--- src/rtl/div_pkg.sv ---
// Shared constants and types for the sequential 128/64 restoring divider.
package div_pkg;
    localparam int DIV_WN = 128;
    localparam int DIV_WD = 64;

    typedef enum logic [1:0] {IDLE, CALC, DONE} div_state_t;

    localparam logic [DIV_WD-1:0] Q_ALL_ONES = '1;
endpackage

--- src/rtl/div_step.sv ---
// One combinational radix-2 restoring step: shift in a dividend bit, trial-subtract D.
module div_step import div_pkg::*; #(
    parameter int WD = DIV_WD
) (
    input  logic [WD:0]   p,
    input  logic [WD-1:0] d,
    input  logic          bit_in,
    output logic [WD:0]   p_next,
    output logic          q_bit
);
    logic [WD:0] p_sh;
    logic [WD:0] d_ext;

    always_comb begin
        p_sh   = {p[WD-1:0], bit_in};
        d_ext  = {1'b0, d};
        q_bit  = (p_sh >= d_ext);
        p_next = q_bit ? (p_sh - d_ext) : p_sh;
    end
endmodule

--- src/rtl/seq_divider.sv ---
// Sequential unsigned 128/64 divider, one quotient bit per cycle, valid/ready on both sides.
module seq_divider import div_pkg::*; #(
    parameter int WN = DIV_WN,
    parameter int WD = DIV_WD
) (
    input  logic          clk,
    input  logic          rst_n,
    input  logic          in_valid,
    output logic          in_ready,
    input  logic [WN-1:0] N,
    input  logic [WD-1:0] D,
    output logic          out_valid,
    input  logic          out_ready,
    output logic [WD-1:0] Q,
    output logic [WD-1:0] R,
    output logic          div_by_zero,
    output logic          overflow
);
    localparam int CW = $clog2(WD);

    div_state_t    state;
    logic [WD-1:0] d_q;
    logic [WD-1:0] n_lo_q;
    logic [WD:0]   p_q;
    logic [WD-1:0] qw_q;
    logic [CW-1:0] cnt_q;
    logic [WD:0]   p_next;
    logic          q_bit;

    div_step #(.WD(WD)) u_step (
        .p      (p_q),
        .d      (d_q),
        .bit_in (n_lo_q[WD-1]),
        .p_next (p_next),
        .q_bit  (q_bit)
    );

    assign in_ready = (state == IDLE);

    always_ff @(posedge clk or negedge rst_n) begin
        if (!rst_n) begin
            state       <= IDLE;
            d_q         <= '0;
            n_lo_q      <= '0;
            p_q         <= '0;
            qw_q        <= '0;
            cnt_q       <= '0;
            out_valid   <= 1'b0;
            Q           <= '0;
            R           <= '0;
            div_by_zero <= 1'b0;
            overflow    <= 1'b0;
        end else begin
            case (state)
                IDLE: begin
                    if (in_valid) begin
                        d_q    <= D;
                        n_lo_q <= N[WD-1:0];
                        if (D == '0 || N[WN-1:WD] >= D) begin
                            Q           <= Q_ALL_ONES;
                            R           <= N[WD-1:0];
                            div_by_zero <= (D == '0);
                            overflow    <= (D != '0);
                            state       <= DONE;
                        end else begin
                            p_q   <= {1'b0, N[WN-1:WD]};
                            qw_q  <= '0;
                            cnt_q <= CW'(WD-1);
                            state <= CALC;
                        end
                    end
                end
                CALC: begin
                    p_q    <= p_next;
                    qw_q   <= {qw_q[WD-2:0], q_bit};
                    n_lo_q <= {n_lo_q[WD-2:0], 1'b0};
                    cnt_q  <= cnt_q - 1'b1;
                    if (cnt_q == '0) begin
                        Q           <= {qw_q[WD-2:0], q_bit};
                        R           <= p_next[WD-1:0];
                        div_by_zero <= 1'b0;
                        overflow    <= 1'b0;
                        state       <= DONE;
                    end
                end
                DONE: begin
                    // Results land on DONE entry; out_valid follows one edge later.
                    if (!out_valid) begin
                        out_valid <= 1'b1;
                    end else if (out_ready) begin
                        out_valid <= 1'b0;
                        state     <= IDLE;
                    end
                end
                default: state <= IDLE;
            endcase
        end
    end
endmodule

--- config.mk ---
export PLATFORM = sky130hd
export DESIGN_NAME = seq_divider
export DESIGN_NICKNAME = d
export VERILOG_FILES = /design/src/rtl/div_pkg.sv /design/src/rtl/div_step.sv /design/src/rtl/seq_divider.sv
export SDC_FILE = /design/constraint.sdc
export NUM_CORES = 1
export LEC_CHECK = 0
export BUFFER_PORTS_ARGS = -buffer_cell sky130_fd_sc_hd__buf_4
export CAP_MARGIN = 20
export CORE_ASPECT_RATIO = 1.2
export CORE_MARGIN = 4
export CORE_UTILIZATION = 25
export DETAILED_ROUTE_END_ITERATION = 10
export SETUP_SLACK_MARGIN = 0.1
export SYNTH_ARGS = -nofsm -noshare
export SYNTH_HDL_FRONTEND = slang
export SYNTH_HIERARCHICAL = 1
export SYNTH_SLANG_ARGS = --single-unit
--- constraint.sdc ---
create_clock -name clk -period 3.97 [get_ports clk]
set_input_delay 0.397 -clock clk [delete_from_list [all_inputs] [get_ports clk]]
set_output_delay 0.397 -clock clk [all_outputs]
set_load 0.01 [all_outputs]
== After elaboration in Yosys (flattened, before gate mapping) ==
Cells that the tools add are included.

* Register bits after elaboration: 394
* Input port bits: 196
* Word-level logic and storage cells: 69

* Add/sub/neg operators: 2
* Order comparisons: 2
* Equality and inequality tests: 8
* Muxes and demuxes: 35
* Reductions and logical operators: 11

{| class="wikitable"
|+ Operators with widths
! operator !! number
|-
| 2-to-1 mux 64 bit || 10
|-
| one-hot mux 64 bit (2 select lines) || 4
|-
| 2-to-1 mux 63 bit || 2
|-
| one-hot mux 63 bit (2 select lines) || 1
|-
| greater-or-equal comparator 65 x 64 -> 1 bit || 1
|-
| greater-or-equal comparator 64 bit || 1
|-
| logical NOT 64 bit || 1
|-
| nonzero test 64 bit || 1
|-
| subtractor 64 bit || 1
|-
| 2-to-1 mux 6 bit || 2
|-
| one-hot mux 6 bit (2 select lines) || 1
|-
| 2-to-1 mux 2 bit || 5
|-
| != test 2 bit, second input constant || 5
|-
| AND reduction 4 bit || 2
|-
| 2-to-1 mux 1 bit || 7
|-
| logical NOT 6 bit || 1
|-
| one-hot mux 2 bit (3 select lines) || 1
|-
| subtractor 6 x 1 -> 6 bit, second input constant || 1
|-
| one-hot mux 1 bit (2 select lines) || 2
|-
| AND reduction 2 bit || 2
|-
| AND reduction 3 bit || 1
|-
| equality test 2 x 1 -> 1 bit, second input constant || 1
|-
| equality test 2 bit, second input constant || 1
|-
| logical NOT 2 bit || 1
|-
| other kinds (3) || 3
|}

== Longest topological paths before layout ==
Gate-level depths: netlist of the first run.

* Word-level depth: 5
* Mapped depth: 18

== Cells and area by module ==
Netlist of the first run, hierarchy kept.

{| class="wikitable"
|+ Modules (own cells, without submodules)
! module !! times used !! cells each !! area each (µm²) !! seq. area each (µm²)
|-
| seq_divider || 1 || 1716 || 17752.0 || 9884.5
|-
| div_step || 1 || 782 || 4979.8 || 0.0
|}

== Worst setup path before layout of the first run ==
No wires, ideal clock.

* Path kind: reg2reg
* Start: reg d_q[0]
* End: reg p_q[54]
* Setup time: 0.125 ns
* Data arrival time: 3.235 ns
* Setup slack: 0.610 ns
* Stages on the path, launching flop included: 15
* Buffers on the path: 0
* Clock period less this slack: 3.360 ns
* Path through: dfrtp_1 > ha_1 > fa_1 > nand2b_1 > a21oi_1 > o21ai_0 > o31ai_1 > a31oi_1 > o21a_1 > o31ai_1 > o21ai_0 > xnor2_1 > mux2_2 > mux2i_1 > o21ai_1

* Longest elaborated chain between the ends: 3
* Elaborated cells between the ends (all ways): 4

{| class="wikitable"
|+ Ends and longest elaborated chain
! what !! RTL line !! source
|-
| start, declared || seq_divider.sv:22 || <nowiki>logic [WD-1:0] d_q;</nowiki>
|-
| start signal, assigned || seq_divider.sv:43 || <nowiki>d_q <= '0;</nowiki>
|-
| start signal, assigned || seq_divider.sv:57 || <nowiki>d_q <= D;</nowiki>
|-
| subtractor 64 bit or greater-or-equal comparator 65 x 64 -> 1 bit (tied branches) || div_step.sv:18, div_step.sv:17 ||
|-
| 2-to-1 mux 64 bit (*) || div_step.sv:18 || <nowiki>p_next = q_bit ? (p_sh - d_ext) : p_sh;</nowiki>
|-
| named net p_next[54] || seq_divider.sv:27 || <nowiki>logic [WD:0] p_next;</nowiki>
|-
| one-hot mux 64 bit (2 select lines) (*) || seq_divider.sv:54 || <nowiki>case (state)</nowiki>
|-
| end signal, assigned || seq_divider.sv:66 || <nowiki>p_q <= {1'b0, N[WN-1:WD]};</nowiki>
|-
| end signal, assigned || seq_divider.sv:74 || <nowiki>p_q <= p_next;</nowiki>
|-
| end, declared || seq_divider.sv:24 || <nowiki>logic [WD:0] p_q;</nowiki>
|}

The timed path passes the listed nets; every way through them passes the cells marked *.
A chain may end at the register's enable or synchronous reset.

== Worst setup path after layout of the first run ==
* Start: reg p_q[39]
* End: reg R[6]

* Longest elaborated chain between the ends: 4

{| class="wikitable"
|+ Ends and longest elaborated chain
! what !! RTL line !! source
|-
| greater-or-equal comparator 65 x 64 -> 1 bit || div_step.sv:17 || <nowiki>q_bit = (p_sh >= d_ext);</nowiki>
|-
| named net q_bit || seq_divider.sv:28 || <nowiki>logic q_bit;</nowiki>
|-
| 2-to-1 mux 64 bit || div_step.sv:18 ||
|-
| named net p_next[6] || seq_divider.sv:27 ||
|-
| 2-to-1 mux 64 bit || seq_divider.sv:78 || <nowiki>if (cnt_q == '0) begin</nowiki>
|-
| one-hot mux 64 bit (2 select lines) || seq_divider.sv:54 ||
|-
| end signal, assigned || seq_divider.sv:61 || <nowiki>R <= N[WD-1:0];</nowiki>
|-
| end signal, assigned || seq_divider.sv:80 || <nowiki>R <= p_next[WD-1:0];</nowiki>
|-
| end, declared || seq_divider.sv:15 || <nowiki>output logic [WD-1:0] R,</nowiki>
|}

The timed path passes the listed nets, and every way through them passes these cells. The select of a mux whose other input is x is not followed.

==> results of run 1 <==
==> registers in the layout (all words and copies together), names as in the netlist <==
name	flops
Q	64
state	2
d_q	64
R	64
out_valid	1
cnt_q	6
p_q	64
qw_q	63
div_by_zero	1
n_lo_q	64
overflow	1
==> routing by layer <==
layer  wire [um]  global-route usage
met1       32500               0.193
met2       40200               0.287
met3        6260              0.0552
met4        3140              0.0608
met5         152                   0
==> final cells by class <==
cell class | instances | area, sq um
flip-flops and latches | 394 | 9860
fillers | 9359 | 61200
well taps | 1159 | 1450
clock inverters | 24 | 344
inverters | 148 | 561
multi-input cells | 1788 | 11600
repair buffers | 401 | 3320
clock buffers | 60 | 1300
diodes | 19 | 47.5
==> power groups by stage <==
| stage | Combinational, W | Clock [W] | Sequential (W) |
|---|---|---|---|
| 2_1_floorplan | 0.0115 | 0 | 0.00702 |
| 3_3_place_gp | 0.0174 | 0 | 0.00706 |
| 3_5_place_dp | 0.0175 | 0 | 0.00708 |
| 4_1_cts | 0.0176 | 0.00486 | 0.00705 |
| 5_1_grt | 0.0200 | 0.00501 | 0.00727 |
| 6_report | 0.0181 | 0.00472 | 0.00704 |
==> worst register-to-register path: stages, from the launching register on <==
cell	delay [ns]
sky130_fd_sc_hd__dfrtp_1	0.40
sky130_fd_sc_hd__ha_1	0.39
sky130_fd_sc_hd__a21oi_1	0.24
sky130_fd_sc_hd__o21ai_0	0.19
sky130_fd_sc_hd__a221oi_1	0.33
sky130_fd_sc_hd__o21a_1	0.15
sky130_fd_sc_hd__o21ai_0	0.11
sky130_fd_sc_hd__o211ai_1	0.25
sky130_fd_sc_hd__o21a_1	0.18
sky130_fd_sc_hd__o21a_1	0.20
sky130_fd_sc_hd__clkinv_4	0.14
sky130_fd_sc_hd__buf_4	0.18
sky130_fd_sc_hd__clkbuf_16	0.19
sky130_fd_sc_hd__a21oi_1	0.35
sky130_fd_sc_hd__a21oi_1	0.11
sky130_fd_sc_hd__o21ai_0	0.18
==> final timing paths <==
kind,startpoint,endpoint,cells past startpoint
min in group asynchronous,rst_n,qw_q[12],2
min,D[0],d_q[0],3
min reg2reg,d_q[55],d_q[55],2
max in group asynchronous,rst_n,n_lo_q[40],3
max,p_q[39],R[6],15
max reg2reg,p_q[39],R[6],15
==> stage by stage <==
| step | std cells | instance area, sq um | total power [W] | hold slack (ns) | utilization |
|---|---|---|---|---|---|
| 5_1_grt | 3976 | 28400 | 0.0323 | 0.0300 | 0.317 |
| 2_1_floorplan | 2489 | 22700 | 0.0186 | 0.101 | - |
| 3_3_place_gp | 3877 | 26400 | 0.0245 | 0.446 | 0.295 |
| 4_1_cts | 3963 | 28100 | 0.0295 | 0.0175 | 0.314 |
| 6_report | 3993 | 28400 | 0.0299 | 0.0552 | 0.317 |
| 3_5_place_dp | 3877 | 26400 | 0.0246 | 0.440 | 0.295 |
==> what timing repair did <==
action	4_1_cts	5_1_grt
hold buffers	2	0
setup endpoints to repair	2	118
gates cloned	0	3
pin swaps	1	6
hold endpoints to repair	70	0
buffers inserted	0	8
gates resized for setup	3	36
==> reports/results.ini, run 1 <==
[clock_tree]
cts.sink_count = 394
numCtsBuffers = 48
clock_tree.buffer_depth = 3
ctsHtreeMaxLevel = 2
tritoncts = yes
clkLatencyLatePin_ns = 0.60
clock_root_buffer_master = sky130_fd_sc_hd__clkbuf_16
path_clk_slew_ns = 0.06

[finish]
mostFrequentLayoutCell = sky130_fd_sc_hd__dfrtp_1
layout_common_cells = 394 x sky130_fd_sc_hd__dfrtp_1, 376 x sky130_fd_sc_hd__buf_4, 341 x sky130_fd_sc_hd__o21ai_0, 279 x sky130_fd_sc_hd__nand2_1, 253 x sky130_fd_sc_hd__a21oi_1
syn_to_final_growth_pct = 25.6
final_nets = 3108
post_route_cells_drive_above_1_share = 0.199

[setup_path]
crit_slowest_cell = sky130_fd_sc_hd__dfrtp_1
required_ns = 4.49
crit_type = flop to flop
cp_cell_sequence = ha_1, a21oi_1, o21ai_0, a221oi_1, o21a_1, o21ai_0, o211ai_1, o21a_1, o21a_1, clkinv_4, buf_4, clkbuf_16, a21oi_1, a21oi_1, o21ai_0
worst-endpoint-arrival_ns = 4.19
timing.critical_path.max_delay_family = compound AO/OA/AOI/OAI gates
largest_fanout_on_the_critical_path = 18
cpPeakStageDelay_ns = 0.40
worst-r2r-setup-slack_ns = 0.29
critPathBufInv = 3
critical_path.startpoint_type = flop
cp-end-kind = flop

[global_route]
via_count_of_the_first_global_routing_pass = 19900
grt_pass1_wl_um = 122000
grt_util_all_layers = 0.167
grt_max_degree = 126
grt-ovfl-total = 0
antenna_violations_before_repair = 30

[timing]
fin_setup_tns_ns = 0
fmaxAchievable_mhz = 272
setup_slack_ns = 0.291
final-hold-violation-count = 0
finalSetupViolCount = 0
grt_setup_unrepaired = true
final-max-slew-violation-count = 0
finClkSkew_ns = 0.0200
worstMarginPinSlew_ns = 1.03
final_period_minus_worst_setup_slack_ns = 3.68
max-slew-margin-rel = 0.311
period_share = 0.927

[floorplan]
design.portCount = 328
floorplan.initialDensity = 0.253
die_height_um = 338
standard_cell_row_count = 120
dieWidth_um = 283
design.core.area_sq_mm = 0.0896
die-area_sq_mm = 0.0955

[pwr]
power.density_cell_area_mw_per_mm2 = 1050
p_int_w = 0.0161
vdd_ir_drop_max_v = 0.000437
p_sw_frac = 0.461
clock_share_of_power = 0.158
p_comb_frac = 0.607
p_seq_frac = 0.236
leakage_component_of_the_power_nw = 13.2
switching_power_w = 0.0138

[run_status]
run_status = finished, final reports clean

[synth]
ys.warnings.count = 6
synth.cell_area_sq_mm = 0.0227
synthesis.instances = 2489
synth_area_per_cell_sq_um = 9.10
synth.net_count = 2816

[placed_design]
preCtsSetupSlack_ns = 0.0657
finalWeightedCongestion = 0.871
io_buffer_count = 327
post_detailed_placement_half_perimeter_wirelength_um = 61600

[route]
via_count = 19300
routed_wl_um = 82300
first_pass_iters = 5
drc_markers = 0
dr.first_iter.drc_count = 1125
vias_per_cell = 4.84
drtAntennaViolNets = 0
drt-wirelength-per-cell_um = 20.6

[worst_hold_path]
worst_hold_path_type = input port to flop

[flow_run]
cap_violations = 0

No activity file was read; power rests on OpenSTA's default activity.
==> run 2, diff against run 1 <==
--- a/config.mk
+++ b/config.mk
@@ -6,10 +6,10 @@
 export NUM_CORES = 1
 export LEC_CHECK = 0
-export BUFFER_PORTS_ARGS = -buffer_cell sky130_fd_sc_hd__buf_4
 export CAP_MARGIN = 20
-export CORE_ASPECT_RATIO = 1.2
+export CORE_ASPECT_RATIO = 0.9
 export CORE_MARGIN = 4
 export CORE_UTILIZATION = 25
 export DETAILED_ROUTE_END_ITERATION = 10
+export DONT_BUFFER_PORTS = 1
 export SETUP_SLACK_MARGIN = 0.1
 export SYNTH_ARGS = -nofsm -noshare
==> constraint.sdc (replaced) <==
create_clock -name clk -period 3.97 [get_ports clk]
set_input_delay 0.5955 -clock clk [delete_from_list [all_inputs] [get_ports clk]]
set_output_delay 0.5955 -clock clk [all_outputs]
set_load 0.01 [all_outputs]
==> run 2 against run 1 <==
The flow now finishes with violations (hold timing). Via count decreased by 5.2%. Flip-flop and latch count is the same. Sequential power grew 5.7%.
==> reports/results.ini, run 2 (synthesis gave the netlist of run 1 again) <==
[run_status]
run_status = finished, violations left
violations_in_the_final_reports = hold timing

[setup_path]
cp-end-kind = flop
ff2ff_path_depth = 14
regToRegStartpoint = p_q[20]
crit_type = flop to flop
regToRegEndpoint = p_q[61]
critical_path.startpoint_type = flop
worst-endpoint-arrival_ns = 4.22
largest_fanout_on_the_critical_path = 6
required_ns = 4.46
worst-r2r-setup-slack_ns = 0.24

[floorplan]
dieWidth_um = 325
design.core.area_sq_mm = 0.0897
standard_cell_row_count = 104
design.portCount = 328
die_height_um = 294
die-area_sq_mm = 0.0955
floorplan.initialDensity = 0.253

[finish]
regArea_sq_mm = 0.00986
mostFrequentLayoutCell = sky130_fd_sc_hd__dfrtp_1
post_route_cells_drive_above_1_share = 0.107
multi_input_combinational_cell_area_sq_mm = 0.0116
num-fill-cells = 9436
final_nets = 2819
layout_common_cells = 394 x sky130_fd_sc_hd__dfrtp_1, 337 x sky130_fd_sc_hd__o21ai_0, 279 x sky130_fd_sc_hd__nand2_1, 254 x sky130_fd_sc_hd__a21oi_1, 147 x sky130_fd_sc_hd__inv_1
syn_to_final_growth_pct = 16.0
final_cell_count_no_fill = 3703

[timing]
grt_setup_unrepaired = true
final-max-slew-violation-count = 0
holdWs_ns = -0.332
period_share = 0.940
final_period_minus_worst_setup_slack_ns = 3.73
worstMarginPinSlew_ns = 1.07
fmaxAchievable_mhz = 268
final-hold-violation-count = 394
finClkSkew_ns = 0.0252
finalSetupViolCount = 0
max-slew-margin-rel = 0.286

[route]
drt-wirelength-per-cell_um = 21.6
drtAntennaViolNets = 0
via_count = 18300
vias_per_cell = 4.95
drc_markers = 0
first_pass_iters = 5
routed_wl_um = 80000
dr.first_iter.drc_count = 1080

[clock_tree]
numCtsBuffers = 50
clock_root_buffer_master = sky130_fd_sc_hd__clkbuf_16
clock_tree.buffer_depth = 3
tritoncts = yes
clkLatencyLatePin_ns = 0.63
ctsHtreeMaxLevel = 2
path_clk_slew_ns = 0.06
cts.sink_count = 394

[placed_design]
post_detailed_placement_half_perimeter_wirelength_um = 58100
finalWeightedCongestion = 0.849
io_buffer_count = 0
placed_cells_incl_taps = 3599

[global_route]
grt_util_all_layers = 0.160
antenna_violations_before_repair = 15
via_count_of_the_first_global_routing_pass = 18100
grt_max_degree = 395
grt_pass1_wl_um = 118000
grt-ovfl-total = 0

[flow_run]
cap_violations = 0

[pwr]
p_sw_frac = 0.467
clock_share_of_power = 0.168
leakage_component_of_the_power_nw = 11.8
switching_power_w = 0.0138
p_seq_frac = 0.252
p_comb_frac = 0.580
p_int_w = 0.0157
totalPowerFinal_w = 0.0295
power.density_cell_area_mw_per_mm2 = 1120
vdd_ir_drop_max_v = 0.000519

[worst_hold_path]
worst_hold_path_type = input port to asynchronous set/reset pin

run 2: how the worst max path moves through the flow:
| stage | start | end | slack (ns) | depth (start not counted) |
|---|---|---|---|---|
| after floorplan | d_q[0] | p_q[54] | 0.61 | 14 |
| after global placement | p_q[24] | p_q[31] | -0.09 | 16 |
| after detailed placement | p_q[24] | p_q[31] | -0.09 | 16 |
| after CTS | p_q[24] | p_q[30] | 0.11 | 14 |
| after global routing | p_q[26] | p_q[54] | 0.08 | 14 |
| final | p_q[20] | p_q[61] | 0.24 | 14 |
run 2: stage by stage:
stage / utilization / hold slack [ns] / instance area, sq um / setup TNS, ns / worst slack (ns)
floorplan: - / 0.300 / 22700 / 0 / 0.610
global placement: 0.270 / 0.312 / 24200 / -0.533 / -0.0852
detailed placement: 0.270 / 0.309 / 24200 / -0.995 / -0.0853
CTS: 0.290 / -0.380 / 26000 / 0 / 0.108
global route: 0.293 / -0.375 / 26300 / 0 / 0.0849
finish: 0.293 / -0.332 / 26300 / 0 / 0.240
run 2: layer usage:
layer	GRT usage	share of wire	wire (um)	up-vias
met3	0.0628	0.095	7560	117
met4	0.0446	0.026	2120	10
met2	0.248	0.44	35100	497
met1	0.208	0.44	35200	8853
li1	-	-	-	8841
met5	0.00791	0.00070	56	-
run 2: what timing repair did:
action / 4_1_cts / 5_1_grt
gates cloned: 0 / 5
buffers inserted: 0 / 2
pin swaps: 1 / 7
resized for setup: 6 / 40
setup endpoints to repair: 117 / 118
hold endpoints to repair: 394 / 394
run 2: final cells by class:
cell class,instances,area share
Inverter,148,0.0213
Timing Repair inverter,1,0.000238
Multi-Input combinational cell,1788,0.441
Sequential cell,394,0.375
Timing Repair Buffer,109,0.0392
Antenna cell,6,0.000571
Tap cell,1166,0.0555
Clock buffer,70,0.0531
Clock inverter,21,0.0139
run 2: critical path: stages (launching register included):
cell	delay (ns)
sky130_fd_sc_hd__dfrtp_1	0.41
sky130_fd_sc_hd__ha_1	0.41
sky130_fd_sc_hd__nand2_1	0.11
sky130_fd_sc_hd__or3_4	0.38
sky130_fd_sc_hd__nor3_4	0.21
sky130_fd_sc_hd__o2111ai_4	0.19
sky130_fd_sc_hd__a31oi_4	0.27
sky130_fd_sc_hd__o211ai_1	0.19
sky130_fd_sc_hd__o21a_1	0.24
sky130_fd_sc_hd__o21a_4	0.24
sky130_fd_sc_hd__clkinv_4	0.11
sky130_fd_sc_hd__buf_4	0.17
sky130_fd_sc_hd__mux2_2	0.39
sky130_fd_sc_hd__mux2i_1	0.19
sky130_fd_sc_hd__o21ai_1	0.09
run 2: power groups by stage:
stage / Clock, W / Sequential [W] / Combinational (W)
2_1_floorplan: 0 / 0.00702 / 0.0115
3_3_place_gp: 0 / 0.00747 / 0.0163
3_5_place_dp: 0 / 0.00750 / 0.0164
4_1_cts: 0.00511 / 0.00746 / 0.0165
5_1_grt: 0.00526 / 0.00768 / 0.0189
6_report: 0.00496 / 0.00744 / 0.0171
